===== src/rtl/song_pkg.sv =====
// ============================================================================
// Module      : song_pkg
// Description : Shared types and constants for the song loader: FSM state
//               encoding, note field positions and the header word address.
// Revision    : 1.0 - initial release
// ============================================================================
`default_nettype none

package song_pkg;

    // Loader FSM states; ST_CHECK is only reachable when the checksum
    // trailer is enabled.
    typedef enum logic [2:0] {
        ST_IDLE   = 3'd0,
        ST_HEADER = 3'd1,
        ST_NOTES  = 3'd2,
        ST_CHECK  = 3'd3,
        ST_DONE   = 3'd4,
        ST_ERROR  = 3'd5
    } state_t;

    // Note word layout: [31:21] duration in ms, [20:0] frequency in Hz.
    localparam int NOTE_DUR_MSB  = 31;
    localparam int NOTE_DUR_LSB  = 21;
    localparam int NOTE_FREQ_MSB = 20;

    // The header word always lives at the first song memory location.
    localparam int HEADER_ADDR = 0;

endpackage

`default_nettype wire


===== src/rtl/word_assembler.sv =====
// ============================================================================
// Module      : word_assembler
// Description : Packs a little-endian byte stream into 32-bit words. The
//               completed word is presented combinationally alongside the
//               fourth byte so the caller can register it in the same edge.
// Revision    : 1.0 - initial release
// ============================================================================
`default_nettype none

module word_assembler (
    input  logic        clk,
    input  logic        reset,
    input  logic        clear,
    input  logic [7:0]  byte_in,
    input  logic        byte_valid,
    output logic [31:0] word_next,
    output logic        word_last
);

    // Only the upper three bytes need storing; the newest byte arrives on
    // byte_in and the oldest falls off the bottom.
    logic [23:0] shift;
    logic [1:0]  byte_cnt;

    assign word_next = {byte_in, shift};
    assign word_last = (byte_cnt == 2'd3);

    // Shift each accepted byte in from the top; clear drops a partial word.
    always_ff @(posedge clk or posedge reset) begin
        if (reset) begin
            shift    <= '0;
            byte_cnt <= 2'd0;
        end else if (clear) begin
            shift    <= '0;
            byte_cnt <= 2'd0;
        end else if (byte_valid) begin
            shift    <= word_next[31:8];
            byte_cnt <= byte_cnt + 2'd1;
        end
    end

endmodule

`default_nettype wire


===== src/rtl/song_loader.sv =====
// ============================================================================
// Module      : song_loader
// Description : Receives a UART byte stream, assembles little-endian words
//               and writes a song (header + notes) into song memory, holding
//               the player in reset while the load is in progress.
// Config      : define SONG_LOADER_CHECKSUM_EN to require a trailing XOR
//               checksum byte before a load is accepted.
// Revision    : 1.0 - initial release
// ============================================================================
`default_nettype none

module song_loader #(
    parameter int CLK_FREQ    = 50000000,
    parameter int MEMORY_SIZE = 4096,
    parameter int TIMEOUT_MS  = 100
) (
    input  logic                              clk,
    input  logic                              reset,
    input  logic [7:0]                        rx_data,
    input  logic                              rx_valid,
    output logic                              mem_we,
    output logic [$clog2(MEMORY_SIZE/4)-1:0]  mem_addr,
    output logic [31:0]                       mem_wdata,
    output logic                              busy,
    output logic                              load_done,
    output logic                              load_error,
    output logic                              player_reset
);
    import song_pkg::*;

    localparam int DEPTH          = MEMORY_SIZE / 4;
    localparam int ADDR_W         = $clog2(DEPTH);
    localparam int SIZE_W         = ADDR_W + 1;
    localparam int TIMEOUT_CYCLES = TIMEOUT_MS * (CLK_FREQ / 1000);
    localparam int TO_W           = $clog2(TIMEOUT_CYCLES + 1);

    state_t              state, state_next;
    logic [31:0]         word_next;
    logic                word_last;
    logic                asm_valid, asm_clear;
    logic                do_write, write_hdr, write_last;
    logic [ADDR_W-1:0]   write_addr;
    logic [ADDR_W-1:0]   note_addr;
    logic [SIZE_W-1:0]   size;
    logic                last_wr;
    logic [TO_W-1:0]     to_cnt;
    logic                to_expire;
    logic                hdr_ok, hdr_single, note_last;
`ifdef SONG_LOADER_CHECKSUM_EN
    logic [7:0]          csum;
`endif

    word_assembler u_word_assembler (
        .clk        (clk),
        .reset      (reset),
        .clear      (asm_clear),
        .byte_in    (rx_data),
        .byte_valid (asm_valid),
        .word_next  (word_next),
        .word_last  (word_last)
    );

    assign to_expire  = (to_cnt == TO_W'(TIMEOUT_CYCLES - 1));
    assign hdr_ok     = (word_next != 32'd0) && (word_next <= 32'(DEPTH));
    assign hdr_single = (word_next == 32'd1);
    assign note_last  = ({1'b0, note_addr} == (size - SIZE_W'(1)));

    // State register.
    always_ff @(posedge clk or posedge reset) begin
        if (reset) state <= ST_IDLE;
        else       state <= state_next;
    end

    // Next-state and per-cycle strobes. A received byte always takes
    // priority over timeout expiry. After the final write the FSM lingers
    // one cycle (last_wr) so load_done trails the last mem_we.
    always_comb begin
        state_next = state;
        asm_valid  = 1'b0;
        asm_clear  = 1'b0;
        do_write   = 1'b0;
        write_hdr  = 1'b0;
        write_last = 1'b0;
        write_addr = note_addr;
        case (state)
            ST_IDLE, ST_ERROR: begin
                if (rx_valid) begin
                    asm_valid  = 1'b1;
                    state_next = ST_HEADER;
                end
            end
            ST_HEADER: begin
                if (last_wr) begin
                    state_next = ST_DONE;
                end else if (rx_valid) begin
                    asm_valid = 1'b1;
                    if (word_last) begin
                        if (hdr_ok) begin
                            do_write   = 1'b1;
                            write_hdr  = 1'b1;
                            write_addr = ADDR_W'(HEADER_ADDR);
                            if (!hdr_single) state_next = ST_NOTES;
`ifdef SONG_LOADER_CHECKSUM_EN
                            else             state_next = ST_CHECK;
`else
                            else             write_last = 1'b1;
`endif
                        end else begin
                            state_next = ST_ERROR;
                        end
                    end
                end else if (to_expire) begin
                    state_next = ST_ERROR;
                    asm_clear  = 1'b1;
                end
            end
            ST_NOTES: begin
                if (last_wr) begin
                    state_next = ST_DONE;
                end else if (rx_valid) begin
                    asm_valid = 1'b1;
                    if (word_last) begin
                        do_write = 1'b1;
                        if (note_last) begin
`ifdef SONG_LOADER_CHECKSUM_EN
                            state_next = ST_CHECK;
`else
                            write_last = 1'b1;
`endif
                        end
                    end
                end else if (to_expire) begin
                    state_next = ST_ERROR;
                    asm_clear  = 1'b1;
                end
            end
`ifdef SONG_LOADER_CHECKSUM_EN
            ST_CHECK: begin
                if (rx_valid)       state_next = (rx_data == csum) ? ST_DONE : ST_ERROR;
                else if (to_expire) state_next = ST_ERROR;
            end
`endif
            ST_DONE: begin
                state_next = ST_IDLE;
                asm_clear  = 1'b1;
            end
            default: state_next = ST_IDLE;
        endcase
    end

    // Registered memory write port plus song size and note address tracking.
    always_ff @(posedge clk or posedge reset) begin
        if (reset) begin
            mem_we    <= 1'b0;
            mem_addr  <= '0;
            mem_wdata <= '0;
            last_wr   <= 1'b0;
            size      <= '0;
            note_addr <= '0;
        end else begin
            mem_we  <= do_write;
            last_wr <= write_last;
            if (do_write) begin
                mem_addr  <= write_addr;
                mem_wdata <= word_next;
            end
            if (write_hdr) begin
                size      <= word_next[SIZE_W-1:0];
                note_addr <= ADDR_W'(1);
            end else if (do_write) begin
                note_addr <= note_addr + ADDR_W'(1);
            end
        end
    end

    // Inter-byte gap counter: only counts while a load is in progress.
    always_ff @(posedge clk or posedge reset) begin
        if (reset)                  to_cnt <= '0;
        else if (!busy || rx_valid) to_cnt <= '0;
        else                        to_cnt <= to_cnt + TO_W'(1);
    end

`ifdef SONG_LOADER_CHECKSUM_EN
    // Running XOR of every byte of the load, restarted by the first header byte.
    always_ff @(posedge clk or posedge reset) begin
        if (reset)          csum <= 8'd0;
        else if (asm_valid) csum <= (state == ST_IDLE || state == ST_ERROR) ? rx_data : (csum ^ rx_data);
    end
`endif

    assign busy         = (state == ST_HEADER) || (state == ST_NOTES) || (state == ST_CHECK);
    assign load_done    = (state == ST_DONE);
    assign load_error   = (state == ST_ERROR);
    assign player_reset = busy || load_done;

endmodule

`default_nettype wire


===== config.mk =====
export PLATFORM = sky130hd
export DESIGN_NAME = song_loader
export DESIGN_NICKNAME = d
export VERILOG_FILES = /design/src/rtl/song_pkg.sv /design/src/rtl/word_assembler.sv /design/src/rtl/song_loader.sv
export SDC_FILE = /design/constraint.sdc
export NUM_CORES = 1
export LEC_CHECK = 0
export ABC_AREA = 0
export BUFFER_PORTS_ARGS = -buffer_cell sky130_fd_sc_hd__buf_2
export CORE_MARGIN = 4
export CORE_UTILIZATION = 55
export DETAILED_ROUTE_END_ITERATION = 10
export PLACE_DENSITY = 0.75
export SETUP_SLACK_MARGIN = 0.02
export SLEW_MARGIN = 20
export SYNTH_ARGS = -nofsm -noshare
export SYNTH_HDL_FRONTEND = slang
export SYNTH_SLANG_ARGS = --single-unit

===== constraint.sdc =====
create_clock -name clk -period 11.4 [get_ports clk]
set_clock_uncertainty 0.15 [all_clocks]
set_input_delay 3.42 -clock clk [delete_from_list [all_inputs] [get_ports clk]]
set_output_delay 3.42 -clock clk [all_outputs]
set_load 0.01 [all_outputs]

* Word level (Yosys, flattened, before mapping)
Index checks and enable logic that the tools add are counted.
Word-level totals: flip-flop bits (word level) 117, input bits 11, output and inout bits 47, word-level logic and storage cells 89
Operators by class: add/sub/neg operators 4, $lt $le $gt $ge 1, eq/ne operators 13, muxes and demuxes 48, reductions and logical operators 13
Operators by type and width (number):
- $mux W10 | 7
- $mux W24 | 2
- $eq A32 B1 Y1 const B | 1
- $le A32 B11 Y1 const B | 1
- $reduce_bool A32 Y1 | 1
- $mux W3 | 9
- $add A23 B1 Y23 const B | 1
- $eq A23 B23 Y1 const B | 1
- $mux W23 | 1
- $mux W1 | 22
- $eq A10 B11 Y1 | 1
- $sub A11 B1 Y11 const B | 1
- $add A10 B1 Y10 const B | 1
- $pmux W3 S3 | 1
- $pmux W1 S2 | 4
- $eq A3 B2 Y1 const B | 2
- $eq A3 B3 Y1 const B | 2
- $ne A5 B5 Y1 const B | 1
- $logic_or A1 B1 Y1 | 4
- $mux W2 | 2
- $ne A4 B3 Y1 const B | 1
- $reduce_and A4 Y1 | 1
- $reduce_bool A2 Y1 | 2
- $reduce_or A2 Y1 | 2
- other kinds (8) | 8

* Longest topological paths before layout
Gate-level depths: netlist of run 1.
word-level depth 9, depth in mapped cells 9, mapped depth without buffers 8

* Modules after synthesis
From an unflattened synthesis of run 1, not the netlist that was laid out.
Second synthesis, totals: cell total of the unflattened synthesis 511, area total of the unflattened synthesis 5665.4 µm²
By module, submodules not included:
- song_loader | instances 1, cells each 417, area an instance 4514.3 µm²
- word_assembler | instances 1, cells each 94, area an instance 1151.1 µm²

* Least setup slack after synthesis of run 1
OpenSTA, ideal clock, no wires.
path kind input-to-reg, from in rx_data[0], to reg mem_wdata[24], data arrival time 4.897 ns, required time 11.125 ns, path slack 6.228 ns, stages 7, path buffers 1, cells stage by stage nor4_1 > nand4_1 > nor4_4 > nand4_1 > nand2_1 > buf_4 > mux2_2
On the way: cells in the longest elaborated chain, start to end 7
Ends and longest elaborated chain:
- start, declared | line song_loader.sv:19 | input logic [7:0] rx_data,
- $le A32 B11 Y1 or $reduce_bool A32 Y1 (tied branches) | line song_loader.sv:64 | assign hdr_ok = (word_next != 32'd0) && (word_next <= 32'(DEPTH));
- $logic_and A1 B1 Y1 | line song_loader.sv:64
- $mux W1 | line song_loader.sv:98 | if (hdr_ok) begin
- $mux W1 | line song_loader.sv:97 | if (word_last) begin
- $mux W1 | line song_loader.sv:95 | end else if (rx_valid) begin
- $mux W1 | line song_loader.sv:93 | if (last_wr) begin
- $pmux W1 S2 | line song_loader.sv:85 | case (state)
- end signal, assigned | line song_loader.sv:165 | mem_wdata <= word_next;
- end, declared | line song_loader.sv:23 | output logic [31:0] mem_wdata,
Parallel ways exist; a longest one is shown, timed or not. A chain may end at the register's enable or synchronous reset.

* Worst setup path in the final report of run 1
from in rx_data[0], to reg mem_wdata[10]
On the way: cells in the longest elaborated chain, start to end 7
Ends and longest elaborated chain (line):
- $le A32 B11 Y1 or $reduce_bool A32 Y1 (tied branches) | song_loader.sv:64
- $logic_and A1 B1 Y1 * | song_loader.sv:64
- $mux W1 * | song_loader.sv:98
- $mux W1 * | song_loader.sv:97
- $mux W1 * | song_loader.sv:95
- $mux W1 * | song_loader.sv:93
- $pmux W1 S2 * | song_loader.sv:85
Mark *: on every way between the ends. The rest lies on a longest branch, timed or not.

==> results by stage, run 1 <==
Status:
- The run finished with clean final reports.

Worst setup path:
- The capturing element type of the critical path is a flop.
- STA classifies the critical path startpoint as an input port.
- The critical path's most frequent cell is nand4_1.
- The worst endpoint required time is 11.65 ns.
- The critical path's slowest cell is nand4_1.
- The kind of cell adding the most delay to the critical path is simple AND/OR/NAND/NOR gates.
- The delay of the slowest critical-path stage is 0.43 ns.
- The maximum fanout count along the critical path is 33.
- The worst path arrival time is 5.85 ns.
- The category of the critical setup timing path is in2reg.
- Traced cell by cell, the critical path runs through buf_2 > nor4_1 > nand4_1 > nor4_4 > nand4_1 > nand2_1 > buf_4 > mux2_2.
- The number of buffers and inverters on the critical path is 2.

Timing:
- At the pin with the least slew margin, the transition time is 1.065 ns.
- For the finished layout, the period the worst path requires is 5.597 ns.
- The total count of max-transition violations in the final report is 0.
- The maximum clock frequency is 178.7 MHz.
- The number of endpoints with negative hold slack in the final report is 0.
- Setup repair after global routing left no endpoint under its margin.
- The worst hold slack is 0.3570 ns.
- The fraction of the cycle the final worst path needs is 49.10%.
- Setup total negative slack on the finished layout was measured at 0 ns.
- The final count of negative-setup-slack endpoints is 0.
- The relative max-transition margin is roughly 29%.

Final layout:
- The finished cells cover 6485 µm².
- The final antenna diode count is 0.
- The library cells used most frequently in the layout, excluding fill and tap cells, are 117 x dfrtp_1, 73 x nand2_1, 71 x nor2_1.
- The finished layout holds 728 standard cells, fillers aside.
- The most common cell after layout, fill and taps aside is dfrtp_1.
- The number of nets in the finished design is 597.
- Compared with the post-synthesis result, the final layout area differs by 17.77%.
- The share of layout cells above drive strength 1 is 22.35%.

Global route:
- The initial antenna violation count is 1.
- The via count of the first global-routing pass is between 3000 and 4000.
- The overall global routing resource usage is between 20% and 30%.
- The global-route congestion overflow total is 0.
- The first global-routing pass estimated approximately 19 mm of wire.
- The pin count of the biggest net entering global routing is 84.

Placement:
- The HPWL reported at the end of detailed placement is 7.836 mm.
- The routability-driven placement congestion ratio is 0.8400.
- The number of instances in the placed design is 696.
- The area after detailed placement is 5876 µm².
- The number of I/O port buffers is 57.

Die:
- The vertical die dimension is 108.1 µm.
- In this run the horizontal extent of the chip is 108.1 µm.
- Once the floorplan was initialized, standard cells occupied 56.34% of the core.
- After floorplanning, the core was divided into 36 placement rows.
- The floorplan step defined a die boundary enclosing 11680 µm².
- The region available for standard cell placement spans 9774 µm².
- The count of pins on the block boundary is 58.

Route:
- The detailed router finished its first iteration with 174 violations.
- The final wirelength is around 11 mm.
- The total number of vias is 4049.
- In the routed design, unresolved DRC markers number 0.
- For this run, the detailed router's first-pass iteration total came to 4.
- The average via count per standard cell is 5.562.
- The number of nets with antenna violations after routing is 0.
- The routed length per placed instance is between 15 and 20 µm.

Clock network:
- The number of setup buffers added after CTS is 0.
- The insertion delay to the later sink of the worst-skew pair is 0.52 ns.
- The maximum level of the CTS H-tree is 4.
- The number of cells upsized or downsized after cts is 0.
- The clock transition time at the flip-flop clock pins of the worst setup and hold paths is 0.06 ns.
- The hold buffer count at CTS is 0.
- The number of buffers created by CTS is 17.
- The clock passes through at most 2 buffers.
- The root cell of the clock tree is clkbuf_8.
- The tree built by TritonCTS fans out to around 120 sinks.
- TritonCTS built the clock tree.

Run:
- The count of max-cap constraint violations is 0.

Yosys:
- The synthesized netlist contains 48 unique library cells.
- After synthesis, the mean cell area works out to between 10 and 15 µm².
- The sequential cell area fraction in the yosys report is 53.17%.
- The synthesized flop and latch total is approximately 120.
- After synthesis the cells add up to 5507 µm².
- In the synthesized netlist, the number of instances is 527.
- For this run, asynchronously set or reset flops after synthesis account for between 90% and 100%.
- The count of flip-flops with a built-in enable after synthesis is 0.
- The number of nets in the synthesized netlist is 542.
- The commonest register cell after synthesis is dfrtp_1.
- The yosys synthesis warning count is 0.

Power:
- For this design the ratio of total power to cell area is 197.0 nW/µm².
- In this run the static leakage power is 3.155 nW.
- Summing internal, switching and leakage power gives approximately 1.3 mW.
- VDD sags by at most roughly 170 µV.

Hold path:
- The class of the worst hold path is reg2reg.
[synth_stat cells (2+ instances only)]
library cell | number | area share, %
dfrtp_1 | 117 | 53
nand2_1 | 73 | 5.0
nor2_1 | 71 | 4.8
mux2_2 | 32 | 6.5
mux2i_1 | 28 | 5.1
xor2_1 | 28 | 4.5
a21oi_1 | 21 | 1.9
nand3_1 | 20 | 1.8
xnor2_1 | 14 | 2.2
o21ai_0 | 13 | 1.2
clkbuf_1 | 11 | 0.75
nand4_1 | 10 | 1.1
buf_2 | 9 | 0.82
nor3_1 | 9 | 0.82
inv_1 | 8 | 0.55
nor4_1 | 8 | 0.91
and4_1 | 4 | 0.64
ha_1 | 4 | 0.91
nor2b_1 | 4 | 0.45
or3_1 | 4 | 0.45
and2_1 | 3 | 0.34
and3_1 | 3 | 0.34
buf_4 | 3 | 0.41
nand4b_1 | 3 | 0.48
a211oi_1 | 2 | 0.27
nor4bb_1 | 2 | 0.36
or4_1 | 2 | 0.27
[flip-flops by register name, indices dropped and copies added (netlist names)]
register / cells
last_wr: 1
mem_addr: 10
mem_wdata: 32
mem_we: 1
note_addr: 10
size: 11
state: 3
to_cnt: 23
u_word_assembler.byte_cnt: 2
u_word_assembler.shift: 24
[cells by family (layout without fill, tap and decap cells)]
group                      Yosys count  after routing  share of synthesized area (%)
buffers and inverters               32            100                          2.727
AOI/OAI and AO/OA                   46             46                          4.999
xor gates and xnor gates            42             42                          6.680
DFF                                117            117                          53.17
adders and majority gates            4              4                         0.9089
and+or+nand+nor                    225            225                          19.61
muxes                               61             61                          11.91
[worst reg2reg max path, cell delays in order, from the launching register on]
cell and delay, ns:
dfrtp_1 0.43, nor4_1 0.51, nand4b_1 0.20, xor2_1 0.29
nand4_1 0.41, nand2_1 0.21, buf_4 0.40, mux2_2 0.41
[worst paths after layout]
check	from	end	slack (ns)	depth (start not counted)
worst min register to register	mem_wdata[20]	mem_wdata[20]	0.36	1
max in group asynchronous	reset	mem_addr[0]	7.28	3
worst max register to register	u_word_assembler.shift[5]	mem_wdata[10]	8.26	7
worst max-delay path	rx_data[0]	mem_wdata[10]	5.80	8
min in group asynchronous	reset	u_word_assembler.shift[23]	2.75	2
worst min-delay path	mem_wdata[20]	mem_wdata[20]	0.36	1
[power breakdown]
group,total (mW),leakage [nW],switching (mW),internal (mW)
clock,0.536,0.291,0.194,0.342
sequential,0.538,1.58,0.0729,0.466
combinational,0.203,1.29,0.121,0.0820
[metal layers]
metal / up-vias / routed length [µm] / GRT usage, %
met5: - / 13 / 0
met4: 2 / 182 / 7.845
met3: 20 / 463 / 5.970
met2: 79 / 5799 / 34.06
met1: 2015 / 4942 / 25.66
li1: 1933 / - / -
[through the flow]
step / setup WS (ns) / util (%)
floorplan: 4.729 / -
global placement: 5.401 / 60.11
detailed placement: 5.302 / 60.11
CTS: 5.801 / 66.31
global route: 5.667 / 66.35
finish: 5.803 / 66.35
[area by class of cell]
cell class	instances	area, µm²
Clock buffer	19	431.7
Sequential cell	117	2928
Inverter	8	32.53
Fill cell	773	3289
Timing Repair Buffer	60	311.5
Clock inverter	13	173.9
Multi-Input combinational cell	378	2441
Tap cell	133	166.4
Power figures use the tool's default switching activity.
==> inputs of run 2 (changes only) <==
Settings changed: ABC_AREA 0 to 1, CORE_UTILIZATION 55 to 53, PLACE_DENSITY 0.75 to 0.76.
Clock period 11.4 ns to 4.5 ns, I/O delays scaled along.
==> run 2 against run 1 <==
Effect of this change: sequential power rose to 2.8 times the previous value; worst setup slack got worse by 4.6 ns; power rose to 3.0 times the previous value; critical path type unchanged; highest routed layer is now met4.
==> results by stage, run 2 <==
Status:
- The flow ran to the end, and the final reports show no timing, DRC or antenna violations.

Route:
- The starting DRC count in detailed routing is 396 (+130%).
- The DRC violation count after routing is 0 (unchanged).
- The total number of vias came to 4798 (+18%).
- The iteration count of the initial detailed-routing pass is 5 (+1).
- The number of nets with antenna violations after routing is 0 (unchanged).
- The average via count per standard cell is 5.227 (-6.0%).
- The routed length per placed instance is 14.53 µm (-7.2%).
- The final wirelength is 13.34 mm (+17%).

Power:
- The total chip power is 3.892 mW (+200%).
- The total power divided by cell area was 578.8 nW/µm² (+190%).
- The static leakage power was 3.388 nW (+7.4%).
- The highest ir drop seen on vdd came to 393.6 µV (+130%).

Timing:
- The total count of max-transition violations in the final report is 0 (unchanged).
- The maximum clock frequency is 305.3 MHz.
- The number of endpoints with negative hold slack in the final report was 0 (unchanged).
- The setup TNS is 0 ns (unchanged).
- Setup repair after global routing left no endpoint under its margin.
- The worst-margin pin slew came to 0.9115 ns (-0.1532 ns).
- The final count of negative-setup-slack endpoints is 0 (unchanged).
- The relative max-transition margin came to 39.11% (+10 points).
- The fraction of the cycle the final worst path needs is between 70% and 80%.
- The post-layout minimum cycle time is ~3.3 ns.

Yosys:
- The share of the synthesized area in the top cell type is 51.26% (-1.9 points).
- Sorting the synthesized cells by how often they occur yields 168 x nand2_1, 117 x dfrtp_1, 98 x inv_1.
- The average footprint of a synthesized cell came to 8.090 µm² (-23%).
- The biggest area contributor in the post-synthesis netlist is dfrtp_1.
- The commonest register cell after synthesis is dfrtp_1.
- In the post-synthesis netlist, the cell with the most instances is nand2_1.
- The synthesized flop and latch total is 117 (unchanged).
- Sorting the synthesized cells by area gives the leading types as dfrtp_1 51%, nand2_1 11%, inv_1 6.4%, nor2_1 5.0%, o21ai_0 4.3%.
- The cell area after synthesis was 5712 µm² (+3.7%).
- The count of flip-flops with a built-in enable after synthesis is 0 (unchanged).
- The unique cell type count in the Yosys netlist was 42 (-13%).
- The synthesized netlist net count is 721 (+33%).
- The yosys synthesis warning count is 0 (unchanged).
- The fraction of registers with async set/reset is 100.0% (unchanged).
- The sequential cell area fraction in the yosys report was 51.26% (-1.9 points).
- The number of instances in the synthesized netlist was 706 (+34%).

Final layout:
- The number of cells in the finished layout apart from fillers is 918 (+26%).
- The library cells used most frequently in the layout, excluding fill and tap cells, are 168 x nand2_1, 117 x dfrtp_1, 97 x inv_1.
- The layout overhead on the synthesized area is 17.72% (about the same).
- The most common cell after layout, fill and taps aside is nand2_1.
- The share of layout cells above drive strength 1 was 14.45% (-7.9 points).
- The number of nets in the finished design is 784 (+31%).
- The final antenna diode count came to 0 (unchanged).
- The largest registers in the layout are mem_wdata x32, u_word_assembler.shift x24, to_cnt x23.
- Ranked by flip-flop count, first place goes to mem_wdata.
- The flip-flop count of the largest register after layout is 32 (unchanged).

Worst setup path:
- STA classifies the critical path endpoint as a flop.
- The maximum fanout count along the critical path is 72 (+120%).
- The critical register-to-register path endpoint is mem_addr[2].
- The depth of the worst register-to-register path came to 7 (unchanged).
- The worst reg-to-reg setup slack is 1.56 ns (-6.70 ns).
- The worst path arrival time came to 3.54 ns (-2.31 ns).
- The worst endpoint required time came to 4.77 ns (-6.88 ns).
- The worst setup path is of the in2reg kind.
- The startpoint class of the critical path is an input port.
- The start of the worst register-to-register path is state[2].

Placement:
- The number of instances in the placed design is 886 (+27%).
- The routability-driven placement congestion ratio is 0.9125 (+8.6%).
- The number of I/O port buffers came to 57 (unchanged).
- The HPWL reported at the end of detailed placement was 9.414 mm (+20%).

Clock network:
- The number of buffers added for setup after CTS is 0 (unchanged).
- The maximum buffer depth of the clock tree is 2 (unchanged).
- The maximum level of the CTS H-tree came to 4 (unchanged).
- The number of cells upsized or downsized after cts came to 0 (unchanged).
- The number of clock sinks came to 117 (unchanged).
- Clock tree synthesis selected as its root buffer the cell clkbuf_8.
- The insertion delay to the later sink of the worst-skew pair is 0.53 ns (about the same).
- The clock transition time at the flip-flop clock pins of the worst setup and hold paths is 0.06 ns (about the same).
- The hold buffer count at CTS is 0 (unchanged).
- The TritonCTS clock tree is done.
- The number of buffers created by CTS is 17 (unchanged).

Die:
- The effective utilization at floorplan is 54.83% (-1.5 points).
- The horizontal die dimension is 111.8 µm (+3.5%).
- The vertical die dimension is 111.8 µm (+3.5%).
- The area inside the core boundary was 10420 µm² (+6.6%).
- The count of pins on the block boundary was 58 (unchanged).
- The number of standard-cell rows in the floorplan is 37 (+2.8%).
- The die outline area came to 12500 µm² (+7.1%).

Global route:
- The pin count of the biggest net entering global routing came to 73 (-13%).
- The initial antenna violation count is 0 (-1).
- The via count of the first global-routing pass is 4814 (+21%).
- The overall global routing resource usage is 22.63% (+2.1 points).
- The global-route congestion overflow total is 0 (unchanged).
- The global-route wire length before repair is 22.82 mm (+21%).

Hold path:
- The class of the worst hold path is reg2reg.
- The worst hold path cell count is 2 (+1).
- The startpoint identified for the worst hold timing path is mem_addr[5].
- The worst hold path terminates at mem_addr[5].

Run:
- The count of max-cap constraint violations is 0 (unchanged).
[run 2: worst max-delay path by stage]
stage / start / endpoint / slack, ns
floorplan: reset / last_wr / 1.57
global placement: rx_data[2] / mem_addr[5] / 1.07
detailed placement: rx_valid / mem_wdata[3] / 1.02
CTS: state[2] / player_reset / 1.36
global route: rx_data[0] / mem_addr[8] / 0.93
finish: rx_data[0] / mem_addr[2] / 1.22
[run 2: layer usage]
layer / share of wire, % / vias to the layer above / track usage (%)
met5: 0 / - / 0
met4: 1.7 / 0 / 7.948
met3: 4.8 / 22 / 4.728
met2: 47 / 129 / 35.49
met1: 47 / 2263 / 31.36
li1: - / 2384 / -
[run 2: worst max-delay path: stages]
cell and delay, ns:
buf_2 0.09, inv_1 0.09, nand3_1 0.11, nor2_1 0.11
nand2_1 0.13, nor2_2 0.23, nand4_4 0.14, nand2_4 0.13
clkinv_2 0.69, a21oi_1 0.38, inv_1 0.06
[run 2: cell type report]
| cell class | instances | area (µm²) |
|---|---|---|
| Clock buffer | 21 | 449.2 |
| Clock inverter | 11 | 148.9 |
| Fill cell | 879 | 3692 |
| Inverter | 101 | 384.1 |
| Multi-Input combinational cell | 472 | 2311 |
| Sequential cell | 117 | 2928 |
| Tap cell | 136 | 170.2 |
| Timing Repair Buffer | 60 | 332.8 |
[run 2: metrics by stage]
stage	hold slack (ns)	setup slack [ns]	util (%)	area [µm²]
final	0.3200	1.225	64.55	6724
after CTS	0.3229	1.362	64.54	6723
after detailed placement	0.3033	1.021	58.80	6125
after global routing	0.3530	0.9333	64.55	6724
after global placement	0.3043	1.075	58.80	6125
after floorplan	0.2959	1.573	-	5715
[run 2: cells by family after synthesis]
kind of cell    Yosys count  synth area share, %
simple gates            334                26.11
fa+ha+maj                 4               0.8763
flops                   117                51.26
buf+inv                 117                8.280
xor+xnor                 20                3.067
compound gates          114                10.41
[run 2: report_power, final]
group / internal, mW / leakage, nW / switching, mW
clock: 0.873 / 0.285 / 0.481
sequential: 1.30 / 1.54 / 0.185
combinational: 0.355 / 1.56 / 0.700
total: 2.53 / 3.39 / 1.37
